--- src/rtl/fir_coeff_loader.sv ---
// ---------------------------------------------------------------------------
// fir_coeff_loader
//
// Purpose
//   Upstream companion of the symmetric FIR lowpass filter. Takes exactly one
//   coefficient set from a valid/ready stream and replays it onto the FIR
//   coefficient-write port (we/data/addr). The FIR is held in
//   coefficient-write mode for the whole load, plus two flush cycles. This
//   keeps the FIR sample counters frozen until the last word has reached its
//   memory. Done/error status and a running checksum remain readable by
//   software until the next start.
//
// Ports
//   clk          in   1    system clock (FIR working-rate clock)
//   nrst         in   1    asynchronous active-low reset
//   start        in   1    one-cycle pulse, begins a load (only honoured in IDLE)
//   s_valid      in   1    coefficient beat valid
//   s_ready      out  1    loader can accept a beat (high in LOAD only)
//   s_data       in   C    coefficient, two's complement, index order 0..NC-1
//   s_last       in   1    marks the final beat of the set
//   fir_c_we     out  1    FIR coefficient write mode / write enable
//   fir_c_in     out  C    coefficient to FIR
//   fir_c_addr   out  AW   coefficient address to FIR
//   busy         out  1    high in LOAD and FLUSH
//   done         out  1    one-cycle pulse at the end of a load (ok or error)
//   err          out  1    sticky error flag, cleared by the next start
//   csum         out  C    sum mod 2^C of the coefficients accepted this load
//   o_dbg_state  out  2    current FSM state, for checkers and debug
//
// Handshake
//   A beat transfers on a rising clk edge where s_valid && s_ready are both
//   high. s_ready is a registered function of state and never depends on
//   s_valid. The source may present data and raise s_valid at any time. Once
//   it raises s_valid, it keeps s_data/s_last stable until the transfer.
//   s_data and s_last are ignored whenever s_valid is low.
// ---------------------------------------------------------------------------
module fir_coeff_loader #(
    parameter int ORD = 256,
    parameter int C   = 16,
    parameter int TMO = 1024,
    localparam int NC = (ORD + 1) >> 1,
    localparam int AW = $clog2(NC)
) (
    input  logic          clk,
    input  logic          nrst,
    input  logic          start,
    input  logic          s_valid,
    output logic          s_ready,
    input  logic [C-1:0]  s_data,
    input  logic          s_last,
    output logic          fir_c_we,
    output logic [C-1:0]  fir_c_in,
    output logic [AW-1:0] fir_c_addr,
    output logic          busy,
    output logic          done,
    output logic          err,
    output logic [C-1:0]  csum,
    output logic [1:0]    o_dbg_state
);

    // Idle timer only needs to reach TMO-1.
    localparam int TW = (TMO > 1) ? $clog2(TMO) : 1;

    localparam logic [AW-1:0] LAST_IDX = AW'(NC - 1);
    localparam logic [TW-1:0] TMO_LIM  = TW'(TMO - 1);

    typedef enum logic [1:0] {
        S_IDLE  = 2'd0,
        S_LOAD  = 2'd1,
        S_FLUSH = 2'd2
    } state_t;

    // -----------------------------------------------------------------------
    // Registers
    // -----------------------------------------------------------------------
    state_t        r_state;
    logic [AW-1:0] r_cnt;      // index of the next coefficient to accept
    logic [TW-1:0] r_timer;    // cycles since the last accepted beat
    logic          r_flush;    // second FLUSH cycle marker
    logic [C-1:0]  r_csum;
    logic          r_err;
    logic [C-1:0]  r_c_in;
    logic [AW-1:0] r_c_addr;
    logic          r_ready;
    logic          r_we;
    logic          r_busy;
    logic          r_done;

    // -----------------------------------------------------------------------
    // Next-state values
    // -----------------------------------------------------------------------
    state_t        w_state_nxt;
    logic [AW-1:0] w_cnt_nxt;
    logic [TW-1:0] w_timer_nxt;
    logic          w_flush_nxt;
    logic [C-1:0]  w_csum_nxt;
    logic          w_err_nxt;
    logic [C-1:0]  w_c_in_nxt;
    logic [AW-1:0] w_c_addr_nxt;
    logic          w_done_nxt;
    logic          w_accept;

    // r_ready is high only in LOAD, so this also qualifies the state.
    assign w_accept = s_valid && r_ready;

    // -----------------------------------------------------------------------
    // FSM: state register
    // -----------------------------------------------------------------------
    always_ff @(posedge clk or negedge nrst) begin
        if (!nrst) begin
            r_state <= S_IDLE;
        end else begin
            r_state <= w_state_nxt;
        end
    end

    // -----------------------------------------------------------------------
    // FSM: next state and datapath updates
    // -----------------------------------------------------------------------
    always_comb begin
        w_state_nxt  = r_state;
        w_cnt_nxt    = r_cnt;
        w_timer_nxt  = r_timer;
        w_flush_nxt  = r_flush;
        w_csum_nxt   = r_csum;
        w_err_nxt    = r_err;
        w_c_in_nxt   = r_c_in;
        w_c_addr_nxt = r_c_addr;
        w_done_nxt   = 1'b0;

        case (r_state)
            S_IDLE: begin
                // The write port keeps its last word. Only the per-load
                // bookkeeping restarts.
                if (start) begin
                    w_state_nxt = S_LOAD;
                    w_cnt_nxt   = '0;
                    w_csum_nxt  = '0;
                    w_err_nxt   = 1'b0;
                    w_timer_nxt = '0;
                end
            end

            S_LOAD: begin
                if (w_accept) begin
                    w_c_in_nxt   = s_data;
                    w_c_addr_nxt = r_cnt;
                    w_csum_nxt   = r_csum + s_data;
                    w_cnt_nxt    = r_cnt + 1'b1;
                    w_timer_nxt  = '0;
                    // The set ends on s_last or when the coefficient memory is
                    // full. Only the two together are a correct set. On a
                    // long set, the beat at NC-1 is the last one taken.
                    if (s_last || (r_cnt == LAST_IDX)) begin
                        w_state_nxt = S_FLUSH;
                        w_flush_nxt = 1'b0;
                        if (!(s_last && (r_cnt == LAST_IDX))) begin
                            w_err_nxt = 1'b1;
                        end
                    end
                end else if (r_timer == TMO_LIM) begin
                    // The source went silent. Abort, but still flush so the
                    // FIR sees a well-formed end of write mode.
                    w_state_nxt = S_FLUSH;
                    w_flush_nxt = 1'b0;
                    w_err_nxt   = 1'b1;
                end else begin
                    w_timer_nxt = r_timer + 1'b1;
                end
            end

            S_FLUSH: begin
                // Two cycles cover the FIR's register on the write strobe
                // plus its memory write edge.
                if (r_flush) begin
                    w_state_nxt = S_IDLE;
                    w_done_nxt  = 1'b1;
                end else begin
                    w_flush_nxt = 1'b1;
                end
            end

            default: begin
                w_state_nxt = S_IDLE;
            end
        endcase
    end

    // -----------------------------------------------------------------------
    // Datapath and registered outputs
    // -----------------------------------------------------------------------
    // Every control output is decoded from the next state and then
    // registered, so these outputs change only at a clock edge. The FIR sees
    // no glitch on fir_c_we.
    always_ff @(posedge clk or negedge nrst) begin
        if (!nrst) begin
            r_cnt    <= '0;
            r_timer  <= '0;
            r_flush  <= 1'b0;
            r_csum   <= '0;
            r_err    <= 1'b0;
            r_c_in   <= '0;
            r_c_addr <= '0;
            r_ready  <= 1'b0;
            r_we     <= 1'b0;
            r_busy   <= 1'b0;
            r_done   <= 1'b0;
        end else begin
            r_cnt    <= w_cnt_nxt;
            r_timer  <= w_timer_nxt;
            r_flush  <= w_flush_nxt;
            r_csum   <= w_csum_nxt;
            r_err    <= w_err_nxt;
            r_c_in   <= w_c_in_nxt;
            r_c_addr <= w_c_addr_nxt;
            r_ready  <= (w_state_nxt == S_LOAD);
            r_we     <= (w_state_nxt != S_IDLE);
            r_busy   <= (w_state_nxt != S_IDLE);
            r_done   <= w_done_nxt;
        end
    end

    assign s_ready     = r_ready;
    assign fir_c_we    = r_we;
    assign fir_c_in    = r_c_in;
    assign fir_c_addr  = r_c_addr;
    assign busy        = r_busy;
    assign done        = r_done;
    assign err         = r_err;
    assign csum        = r_csum;
    assign o_dbg_state = r_state;

endmodule

--- config.mk ---
export PLATFORM = sky130hd
export DESIGN_NAME = fir_coeff_loader
export DESIGN_NICKNAME = d
export VERILOG_FILES = /design/src/rtl/fir_coeff_loader.sv
export SDC_FILE = /design/constraint.sdc
export NUM_CORES = 1
export LEC_CHECK = 0
export CORE_UTILIZATION = 54
export CTS_BUF_LIST = sky130_fd_sc_hd__clkbuf_4
export DETAILED_ROUTE_END_ITERATION = 12
export GPL_ROUTABILITY_DRIVEN = 0
export HOLD_SLACK_MARGIN = 0.12
export PLACE_DENSITY = 0.8
export SLEW_MARGIN = 10
export SYNTH_ARGS = -nofsm -noshare
export SYNTH_HDL_FRONTEND = slang
export SYNTH_SLANG_ARGS = --single-unit
--- constraint.sdc ---
create_clock -name clk -period 2.3 [get_ports clk]
set_clock_uncertainty 0.15 [all_clocks]
set_input_delay 0.46 -clock clk [delete_from_list [all_inputs] [get_ports clk]]
set_output_delay 0.46 -clock clk [all_outputs]
set_load 0.01 [all_outputs]
==> metrics.log, run 1 <==
[metrics] result of the run: completed
[metrics] pre-CTS WS: -0.6125 ns
[metrics] Iteration-0 DRC Markers: 183
[metrics] Crit path required time: 2.45 ns
[metrics] Post-Route WL: 8.495 mm
[metrics] count of inserted antenna diode cells: 0
[metrics] Synth Flop Type: sky130_fd_sc_hd__dfrtp_1
[metrics] leakage power of the design: 2.198 nW
[metrics] worst reg2reg path depth: 9
[metrics] worst reg2reg startpoint: csum[0]
[metrics] met3 Track Usage GR: 3.407%
[metrics] residual DRC count: 0
[metrics] yosys warns: 0
[metrics] met2 layer usage reported by global route: 44.96%
[metrics] post-synthesis sequential element count: 63
[metrics] most used routing layer: met2
[metrics] area used by multi-input combinational logic: 1852 um^2
[metrics] path type of the worst min-delay path: in2reg
[metrics] number of port buffers: 66
[metrics] Post-Synthesis Cells: 387
[metrics] area of the die: 6743 um^2
[metrics] combined flip-flop and latch cell area: 1577 um^2
[metrics] area of the mapped netlist: 3466 um^2
[metrics] final cycle utilization of the critical path: 97.89%
[metrics] EDFF count, synth: 0
[metrics] Worst setup EP type: flip-flop
[metrics] number of library cell types mapped by synthesis: 55
[metrics] global-route wire length before repair: 13.47 mm
[metrics] proportion of layout cells with a drive suffix above 1: 17.53%
[metrics] Async SR Flop Fraction: 100.0%
[metrics] peak ir drop on the vdd network: 0.7437 mV
[metrics] drt first pass iters: 5
[metrics] # rows: 28
[metrics] met1 capacity usage during global routing: 32.09%
[metrics] destination of the worst register-to-register timing path: csum[12]
[metrics] Net Count, Synth: 426
[metrics] Max-Cap Viols: 0
[metrics] unrepaired setup endpoints after global routing: yes
[metrics] Starting Density: 57.18%
[metrics] number of vias in the routed layout: 3224
[metrics] Slew @ Worst Pin: 0.3834 ns
[metrics] power density over the cells: 1142 nW/um^2
[metrics] width of the die: 82.12 um
[metrics] global route overflow: 0
[metrics] number of CTS-inserted buffers: 9
[metrics] # clock sinks: 63
[metrics] Clk Tree Root Cell: sky130_fd_sc_hd__clkbuf_4
[metrics] source of the critical timing path: s_data[2]
[metrics] biggest area contributors in the synthesized netlist: sky130_fd_sc_hd__dfrtp_1 45%, sky130_fd_sc_hd__nand2_1 10%, sky130_fd_sc_hd__ha_1 6.1%, sky130_fd_sc_hd__nand3_1 3.0%, sky130_fd_sc_hd__a21oi_1 2.9%
[metrics] io pins: 67
[metrics] Clk Latency, worst-skew pair: 0.41 ns
[metrics] area share of the leading cell type in the synthesized netlist: 45.49%
[metrics] commonest cells in the netlist: 96 x sky130_fd_sc_hd__nand2_1, 63 x sky130_fd_sc_hd__dfrtp_1, 23 x sky130_fd_sc_hd__nor2_1, 21 x sky130_fd_sc_hd__nand3_1, 20 x sky130_fd_sc_hd__a21oi_1
[metrics] layout overhead on the synthesized area: 36.43%
[metrics] GRT Resource Usage Total: 26.00%
[metrics] wire per inst: 14.72 um
[metrics] clock tree from TritonCTS: done
[metrics] Final Hold Violating Endpoints: 0
[metrics] fin worst setup slack: 0.04854 ns
[metrics] data arrival time of the critical path: 2.41 ns
[metrics] final-report max-slew violation count: 0
[metrics] via count of the first global-routing pass: 3068
[metrics] startpoint type of the worst setup path: input pin
[metrics] share of synthesized area occupied by flip-flops and latches: 45.49%
[metrics] worst slew margin relative to its limit: 74.44%
[metrics] endpoint of the worst setup timing path: csum[4]
[metrics] number of nets still failing antenna checks after routing: 0
[metrics] core region area: 6061 um^2
[metrics] Syn Area/Cell: 8.956 um^2
[metrics] Final min period: 2.251 ns
[metrics] DIE HEIGHT: 82.12 um
[metrics] maximum achievable frequency: 444.2 MHz
[metrics] Critical Setup Path Class: in2reg
[metrics] number of H-tree levels: 3
[metrics] Fill cells: 408
[metrics] antenna violations before repair: 0
[metrics] largest net degree at the start of global routing: 64
[metrics] overall power consumption: 5.402 mW
[metrics] HPWL after DPL: 5.927 mm
[metrics] most frequent cell after synthesis: sky130_fd_sc_hd__nand2_1
[metrics] internal reg-to-reg setup slack: 0.06 ns
[metrics] total of endpoints with negative setup slack in the final report: 0
[metrics] CTS max path bufs: 2
[metrics] leading area contributor after synthesis: sky130_fd_sc_hd__dfrtp_1
[metrics] clock-pin transition on the worst setup and hold timing paths: 0.12 ns
[metrics] post-detailed-route via-to-cell ratio: 5.588
[metrics] net total in the final layout: 536
[metrics] largest fanout on the critical path: 4
==> where the power goes <==
part | internal (mW) | leakage (nW) | switching, mW | total [mW]
Sequential | 1.46 | 0.829 | 0.297 | 1.76
Combinational | 1.55 | 1.30 | 1.43 | 2.98
Clock | 0.224 | 0.0677 | 0.444 | 0.668
Total | 3.23 | 2.20 | 2.17 | 5.40
==> through the flow <==
step                      hold WS, ns  setup TNS [ns]  utilization (%)  cells  area, um^2
after floorplan               0.01441               0                -    387        3466
after global placement         0.3081          -3.995            73.99    555        4484
after CTS                      0.2518               0            76.84    576        4657
after global routing           0.2647         -0.2279            78.01    577        4728
after detailed placement       0.3117          -4.467            73.99    555        4484
final                          0.2599               0            78.01    577        4728
==> worst max-delay path, cell delays in order <==
cell	delay, ns
sky130_fd_sc_hd__clkdlybuf4s50_1	0.54
sky130_fd_sc_hd__ha_4	0.23
sky130_fd_sc_hd__nor2b_4	0.13
sky130_fd_sc_hd__buf_4	0.13
sky130_fd_sc_hd__buf_4	0.12
sky130_fd_sc_hd__buf_4	0.12
sky130_fd_sc_hd__buf_4	0.12
sky130_fd_sc_hd__buf_4	0.13
sky130_fd_sc_hd__o21ai_2	0.11
sky130_fd_sc_hd__nand2b_1	0.09
sky130_fd_sc_hd__xnor2_1	0.15
sky130_fd_sc_hd__o21ai_1	0.08
==> worst min path at each step <==
stage | from | endpoint | slack [ns] | depth (start not counted)
5_1_grt | s_data[0] | fir_c_in[0] | 0.26 | 3
6_report | s_data[0] | fir_c_in[0] | 0.26 | 3
4_1_cts | s_data[0] | fir_c_in[0] | 0.25 | 3
3_5_place_dp | fir_c_in[0] | fir_c_in[0] | 0.31 | 2
2_1_floorplan | nrst | busy | 0.01 | 0
3_3_place_gp | fir_c_in[10] | fir_c_in[10] | 0.31 | 2
==> cell families (layout without fill, tap and decap cells) <==
family | count (synthesis) | in the layout | share of synthesized area [%]
compound gates | 85 | 85 | 16.50
xor+xnor | 14 | 14 | 3.538
simple gates | 179 | 179 | 23.75
fa+ha+maj | 18 | 18 | 6.715
flops | 63 | 63 | 45.49
mux | 2 | 2 | 0.5776
buf+inv | 26 | 141 | 3.429
==> cells in the final DEF, fill, tap and decap left out, types with 4 or more instances in the layout <==
| master | Yosys | final |
|---|---|---|
| sky130_fd_sc_hd__nand2_1 | 96 | 96 |
| sky130_fd_sc_hd__dfrtp_1 | 63 | 63 |
| sky130_fd_sc_hd__clkdlybuf4s50_1 | 0 | 63 |
| sky130_fd_sc_hd__buf_4 | 3 | 46 |
| sky130_fd_sc_hd__nor2_1 | 23 | 22 |
| sky130_fd_sc_hd__nand3_1 | 21 | 21 |
| sky130_fd_sc_hd__a21oi_1 | 20 | 18 |
| sky130_fd_sc_hd__o21ai_0 | 17 | 15 |
| sky130_fd_sc_hd__ha_1 | 17 | 13 |
| sky130_fd_sc_hd__xor2_1 | 9 | 9 |
| sky130_fd_sc_hd__clkbuf_4 | 0 | 9 |
| sky130_fd_sc_hd__inv_1 | 10 | 8 |
| sky130_fd_sc_hd__o21ai_1 | 6 | 7 |
| sky130_fd_sc_hd__nand4_1 | 7 | 7 |
| sky130_fd_sc_hd__and3_1 | 6 | 6 |
| sky130_fd_sc_hd__o22ai_1 | 5 | 5 |
| sky130_fd_sc_hd__a21o_1 | 5 | 5 |
| sky130_fd_sc_hd__xnor2_1 | 5 | 5 |
| sky130_fd_sc_hd__o211ai_1 | 5 | 5 |
| sky130_fd_sc_hd__nand2b_1 | 4 | 4 |
| sky130_fd_sc_hd__or3_1 | 4 | 4 |
==> metal layers <==
metal | share of wire, % | wire, um | vias to the layer above
met5 | 0 | 0 | -
met4 | 1.9 | 159 | 0
met3 | 3.2 | 276 | 15
met2 | 51 | 4310 | 75
met1 | 44 | 3748 | 1553
li1 | - | - | 1581
==> timing repair <==
item	CTS	global route
endpoints found under the hold margin	63	0
gates resized for setup	5	15
setup endpoints to repair	4	10
pin swaps	6	5
hold buffers	1	0
buffers inserted	4	1
==> area by class of cell <==
cell class,count,share of cell area [%]
clock inverter,7,1.032
clock buffer,9,1.429
tap,75,1.985
multi-input combinational,298,39.16
inverter,10,0.7939
sequential,63,33.34
timing repair buffer,115,22.25
==> state kept, by name (all words and copies together) (netlist names) <==
| signal | flops |
|---|---|
| fir_c_addr | 7 |
| r_flush | 1 |
| o_dbg_state | 2 |
| busy | 1 |
| r_cnt | 7 |
| done | 1 |
| fir_c_in | 16 |
| csum | 16 |
| err | 1 |
| s_ready | 1 |
| r_timer | 10 |
Power figures use the tool's default switching activity.
==> run 2: changes to the inputs <==
- RECOVER_POWER: unset -> 50
==> metrics.log, run 2 (synthesis gave the netlist of run 1 again) <==
[metrics] result of the run: completed
[metrics] clock tree from TritonCTS: done
[metrics] final cycle utilization of the critical path: 98.14%
[metrics] final-report max-slew violation count: 0
[metrics] design area: 4697 um^2
[metrics] area of the die: 6743 um^2
[metrics] number of vias in the routed layout: 3227
[metrics] startpoint type of the worst setup path: input pin
[metrics] via count of the first global-routing pass: 3068
[metrics] post-detailed-route via-to-cell ratio: 5.593
[metrics] Crit path required time: 2.45 ns
[metrics] drt first pass iters: 4
[metrics] power density over the cells: 1144 nW/um^2
[metrics] proportion of layout cells with a drive suffix above 1: 16.93%
[metrics] maximum achievable frequency: 443.0 MHz
[metrics] clock-pin transition on the worst setup and hold timing paths: 0.12 ns
[metrics] Post-Route WL: 8.484 mm
[metrics] Slew @ Worst Pin: 0.8541 ns
[metrics] number of CTS-inserted buffers: 9
[metrics] largest net degree at the start of global routing: 64
[metrics] total of endpoints with negative setup slack in the final report: 0
[metrics] # clock sinks: 63
[metrics] count of inserted antenna diode cells: 0
[metrics] fin worst setup slack: 0.04275 ns
[metrics] overall power consumption: 5.372 mW
[metrics] leading cell type in the layout, fill and taps excluded: sky130_fd_sc_hd__nand2_1
[metrics] width of the die: 82.12 um
[metrics] path type of the worst min-delay path: in2reg
[metrics] leakage power of the design: 2.187 nW
[metrics] Iteration-0 DRC Markers: 179
[metrics] core region area: 6061 um^2
[metrics] wire per inst: 14.70 um
[metrics] DIE HEIGHT: 82.12 um
[metrics] Starting Density: 57.18%
[metrics] number of port buffers: 66
[metrics] antenna violations before repair: 0
[metrics] io pins: 67
[metrics] number of H-tree levels: 3
[metrics] layout overhead on the synthesized area: 35.52%
[metrics] Final Hold Violating Endpoints: 0
[metrics] global route overflow: 0
[metrics] Clk Latency, worst-skew pair: 0.41 ns
[metrics] tightest hold margin: 0.2640 ns
[metrics] commonest cells after routing, fill and taps aside: 96 x sky130_fd_sc_hd__nand2_1, 63 x sky130_fd_sc_hd__dfrtp_1, 63 x sky130_fd_sc_hd__clkdlybuf4s50_1
[metrics] pre-CTS WS: -0.6125 ns
[metrics] Critical Setup Path Class: in2reg
[metrics] largest fanout on the critical path: 4
[metrics] data arrival time of the critical path: 2.41 ns
[metrics] peak ir drop on the vdd network: 0.7447 mV
[metrics] number of nets still failing antenna checks after routing: 0
[metrics] placement-stage cell area: 4484 um^2
[metrics] unrepaired setup endpoints after global routing: yes
[metrics] CTS max path bufs: 2
[metrics] GRT Resource Usage Total: 26.00%
[metrics] Clk Tree Root Cell: sky130_fd_sc_hd__clkbuf_4
[metrics] Final min period: 2.257 ns
[metrics] worst slew margin relative to its limit: 43.06%
[metrics] net total in the final layout: 536
[metrics] Worst setup EP type: flip-flop
[metrics] global-route wire length before repair: 13.47 mm
[metrics] accumulated negative setup slack: 0 ns
[metrics] HPWL after DPL: 5.927 mm
[metrics] Max-Cap Viols: 0
[metrics] residual DRC count: 0
[metrics] # rows: 28
==> run 2: cell types whose count changed in the layout (fill, tap and decap cells not counted), sizes merged <==
| cell | before | now |
|---|---|---|
| buf | 49 | 45 |
| clkbuf | 9 | 13 |
==> run 2: cell type report <==
cell class | count | area (um^2)
repair buffers | 115 | 1033
fillers | 413 | 1364
clock inverters | 7 | 48.80
inverters | 10 | 37.54
multi-input cells | 298 | 1839
well taps | 75 | 93.84
flip-flops and latches | 63 | 1577
clock buffers | 9 | 67.56
==> run 2: where the power goes <==
group | switching (mW) | total (mW) | leakage (nW) | internal, mW
sequential | 0.295 | 1.76 | 0.829 | 1.46
combinational | 1.42 | 2.95 | 1.29 | 1.53
clock | 0.441 | 0.665 | 0.0677 | 0.224
==> run 2: what timing repair did <==
item | in CTS | in global routing
gates cloned | 0 | 0
hold buffers | 1 | 0
setup endpoints to repair | 4 | 10
resized for setup | 5 | 15
pin swaps | 6 | 5
setup buffers | 4 | 1
endpoints found under the hold margin | 63 | 0
==> run 2: worst paths after layout <==
check / startpoint / endpoint / slack [ns] / cells after the start
worst max-delay path: s_data[2] / csum[4] / 0.04 / 12
worst min-delay path: s_data[0] / fir_c_in[0] / 0.26 / 3
worst max register to register: csum[0] / csum[12] / 0.07 / 9
worst min register to register: fir_c_in[3] / fir_c_in[3] / 0.34 / 2
max in group asynchronous: nrst / r_timer[9] / 0.80 / 3
min in group asynchronous: nrst / r_cnt[4] / 0.64 / 3
==> run 2: worst max-delay path, cell delays in order <==
cell and delay, ns:
sky130_fd_sc_hd__clkdlybuf4s50_1 0.54, sky130_fd_sc_hd__ha_4 0.24, sky130_fd_sc_hd__nor2b_4 0.13, sky130_fd_sc_hd__buf_4 0.13, sky130_fd_sc_hd__buf_4 0.12, sky130_fd_sc_hd__buf_4 0.12, sky130_fd_sc_hd__buf_4 0.12, sky130_fd_sc_hd__buf_4 0.13
sky130_fd_sc_hd__o21ai_2 0.11, sky130_fd_sc_hd__nand2b_1 0.09, sky130_fd_sc_hd__xnor2_1 0.15, sky130_fd_sc_hd__o21ai_1 0.08
==> run 2: layer usage <==
metal / GRT usage (%) / vias to the layer above / part of all wire, %
li1: - / 1581 / -
met1: 32.09 / 1554 / 44
met2: 44.96 / 78 / 51
met3: 3.407 / 14 / 3.4
met4: 12.11 / 0 / 1.7
met5: 0 / - / 0
==> run 2: per-stage QoR <==
| stage | std cells | util [%] |
|---|---|---|
| 2_1_floorplan | 387 | - |
| 4_1_cts | 576 | 76.84 |
| 6_report | 577 | 77.50 |
| 5_1_grt | 577 | 77.50 |
| 3_5_place_dp | 555 | 73.99 |
| 3_3_place_gp | 555 | 73.99 |
==> run 3: changes to the inputs <==
- CORE_UTILIZATION: 54 -> 41
- CTS_CLUSTER_SIZE: unset -> 16
- PLACE_DENSITY: 0.8 -> 0.63
==> metrics.log, run 3 (synthesis gave the netlist of run 1 again) <==
[metrics] Fill cells: 742
[metrics] io pins: 67
[metrics] largest fanout on the critical path: 5
[metrics] CTS max path bufs: 2
[metrics] drt first pass iters: 4
[metrics] unrepaired setup endpoints after global routing: yes
[metrics] count of inserted antenna diode cells: 0
[metrics] number of vias in the routed layout: 3178
[metrics] leakage power of the design: 2.174 nW
[metrics] final-report max-slew violation count: 0
[metrics] proportion of layout cells with a drive suffix above 1: 16.67%
[metrics] final cycle utilization of the critical path: 96.74%
[metrics] Slew @ Worst Pin: 0.8699 ns
[metrics] layout overhead on the synthesized area: 36.17%
[metrics] global-route wire length before repair: 14.24 mm
[metrics] antenna violations before repair: 0
[metrics] path type of the worst min-delay path: in2reg
[metrics] Final Hold Violating Endpoints: 0
[metrics] power density over the cells: 1141 nW/um^2
[metrics] pre-CTS WS: -0.6098 ns
[metrics] result of the run: completed
[metrics] peak ir drop on the vdd network: 0.5645 mV
[metrics] clock network fraction of design power: 14.4%
[metrics] area of the die: 8825 um^2
[metrics] wire per inst: 13.64 um
[metrics] share of total power in combinational logic: 53.1%
[metrics] number of nets still failing antenna checks after routing: 0
[metrics] design area: 4720 um^2
[metrics] clock tree from TritonCTS: done
[metrics] post-CTS setup buffer count: 0
[metrics] GRT Resource Usage Total: 20.55%
[metrics] Crit path required time: 2.43 ns
[metrics] HPWL after DPL: 6.154 mm
[metrics] Critical Setup Path Class: in2reg
[metrics] Max-Cap Viols: 0
[metrics] global route overflow: 0
[metrics] commonest cells after routing, fill and taps aside: 96 x sky130_fd_sc_hd__nand2_1, 63 x sky130_fd_sc_hd__dfrtp_1, 63 x sky130_fd_sc_hd__clkdlybuf4s50_1
[metrics] area used by multi-input combinational logic: 1810 um^2
[metrics] leading cell type in the layout, fill and taps excluded: sky130_fd_sc_hd__nand2_1
[metrics] worst slew margin relative to its limit: 42.01%
[metrics] Final min period: 2.225 ns
[metrics] tightest hold margin: 0.2827 ns
[metrics] number of H-tree levels: 3
[metrics] total instance count after detailed placement: 592
[metrics] data arrival time of the critical path: 2.36 ns
[metrics] maximum achievable frequency: 449.4 MHz
[metrics] number of CTS-inserted buffers: 9
[metrics] clock-pin transition on the worst setup and hold timing paths: 0.11 ns
[metrics] number of port buffers: 66
[metrics] placement-stage cell area: 4549 um^2
[metrics] width of the die: 93.94 um
[metrics] residual DRC count: 0
[metrics] internal power: 3.258 mW
[metrics] via count of the first global-routing pass: 3124
[metrics] # clock sinks: 63
[metrics] Iteration-0 DRC Markers: 98
[metrics] post-detailed-route via-to-cell ratio: 5.218
[metrics] Clk Latency, worst-skew pair: 0.41 ns
[metrics] post-route insts no fill: 609
[metrics] combined flip-flop and latch cell area: 1577 um^2
[metrics] Clk Tree Root Cell: sky130_fd_sc_hd__clkbuf_4
[metrics] core region area: 8217 um^2
[metrics] DIE HEIGHT: 93.94 um
[metrics] Starting Density: 42.18%
[metrics] sequential cell fraction of total power: 32.5%
[metrics] largest net degree at the start of global routing: 34
[metrics] net total in the final layout: 538
[metrics] switching fraction of total power: 39.48%
[metrics] startpoint type of the worst setup path: input pin
[metrics] Worst setup EP type: flip-flop
[metrics] Post-Route WL: 8.304 mm
[metrics] total of endpoints with negative setup slack in the final report: 0
[metrics] switching power: 2.125 mW
[metrics] # rows: 33
[metrics] fin worst setup slack: 0.07492 ns
-- run 3: layout make-up --
type                       instances  area share (%)
tap                              105           2.784
clock inverter                     7           1.538
multi-input combinational        298           38.36
sequential                        63           33.40
clock buffer                       9           1.432
timing repair buffer             117           21.69
inverter                          10          0.7953
-- run 3: critical path, cell delays in order --
cell and delay [ns]:
sky130_fd_sc_hd__clkdlybuf4s50_1 0.44, sky130_fd_sc_hd__ha_2 0.40, sky130_fd_sc_hd__nand3_1 0.10, sky130_fd_sc_hd__o211ai_2 0.19, sky130_fd_sc_hd__nand4_1 0.23, sky130_fd_sc_hd__and3_1 0.23, sky130_fd_sc_hd__nor3_1 0.19, sky130_fd_sc_hd__a32oi_1 0.12
-- run 3: power groups by stage --
stage	sequential, mW	clock (mW)	combinational, mW
finish	1.75	0.776	2.86
global route	1.81	0.856	3.18
CTS	1.75	0.807	2.88
detailed placement	1.77	0	2.85
global placement	1.76	0	2.80
floorplan	1.86	0	1.37
-- run 3: path summary, 6_finish.rpt --
path	start	endpoint	slack (ns)	depth (start not counted)
max	s_data[4]	csum[15]	0.07	8
min in group asynchronous	nrst	csum[6]	0.58	3
min	s_data[0]	fir_c_in[0]	0.28	3
max reg2reg	csum[0]	csum[14]	0.07	9
min reg2reg	fir_c_in[3]	fir_c_in[3]	0.33	2
max in group asynchronous	nrst	r_timer[5]	0.82	3
-- run 3: layer usage --
metal	track usage (%)	share of wire [%]	wire, um
met2	33.27	47	3878
met4	8.077	1.7	141
met1	27.54	48	3985
met3	3.074	3.6	298
met5	0	0	0
-- run 3: per-stage QoR --
| stage | utilization, % | TNS (ns) | power, mW |
|---|---|---|---|
| floorplan | - | 0 | 3.226 |
| global placement | 55.37 | -4.573 | 4.565 |
| detailed placement | 55.37 | -4.788 | 4.621 |
| CTS | 57.39 | 0 | 5.435 |
| global route | 57.44 | -0.1862 | 5.838 |
| finish | 57.44 | 0 | 5.383 |
-- run 3: what timing repair did --
action	in CTS	in global routing
pin swaps	5	9
hold buffers	1	0
hold endpoints to repair	63	0
resized for setup	7	7
setup endpoints to repair	5	7
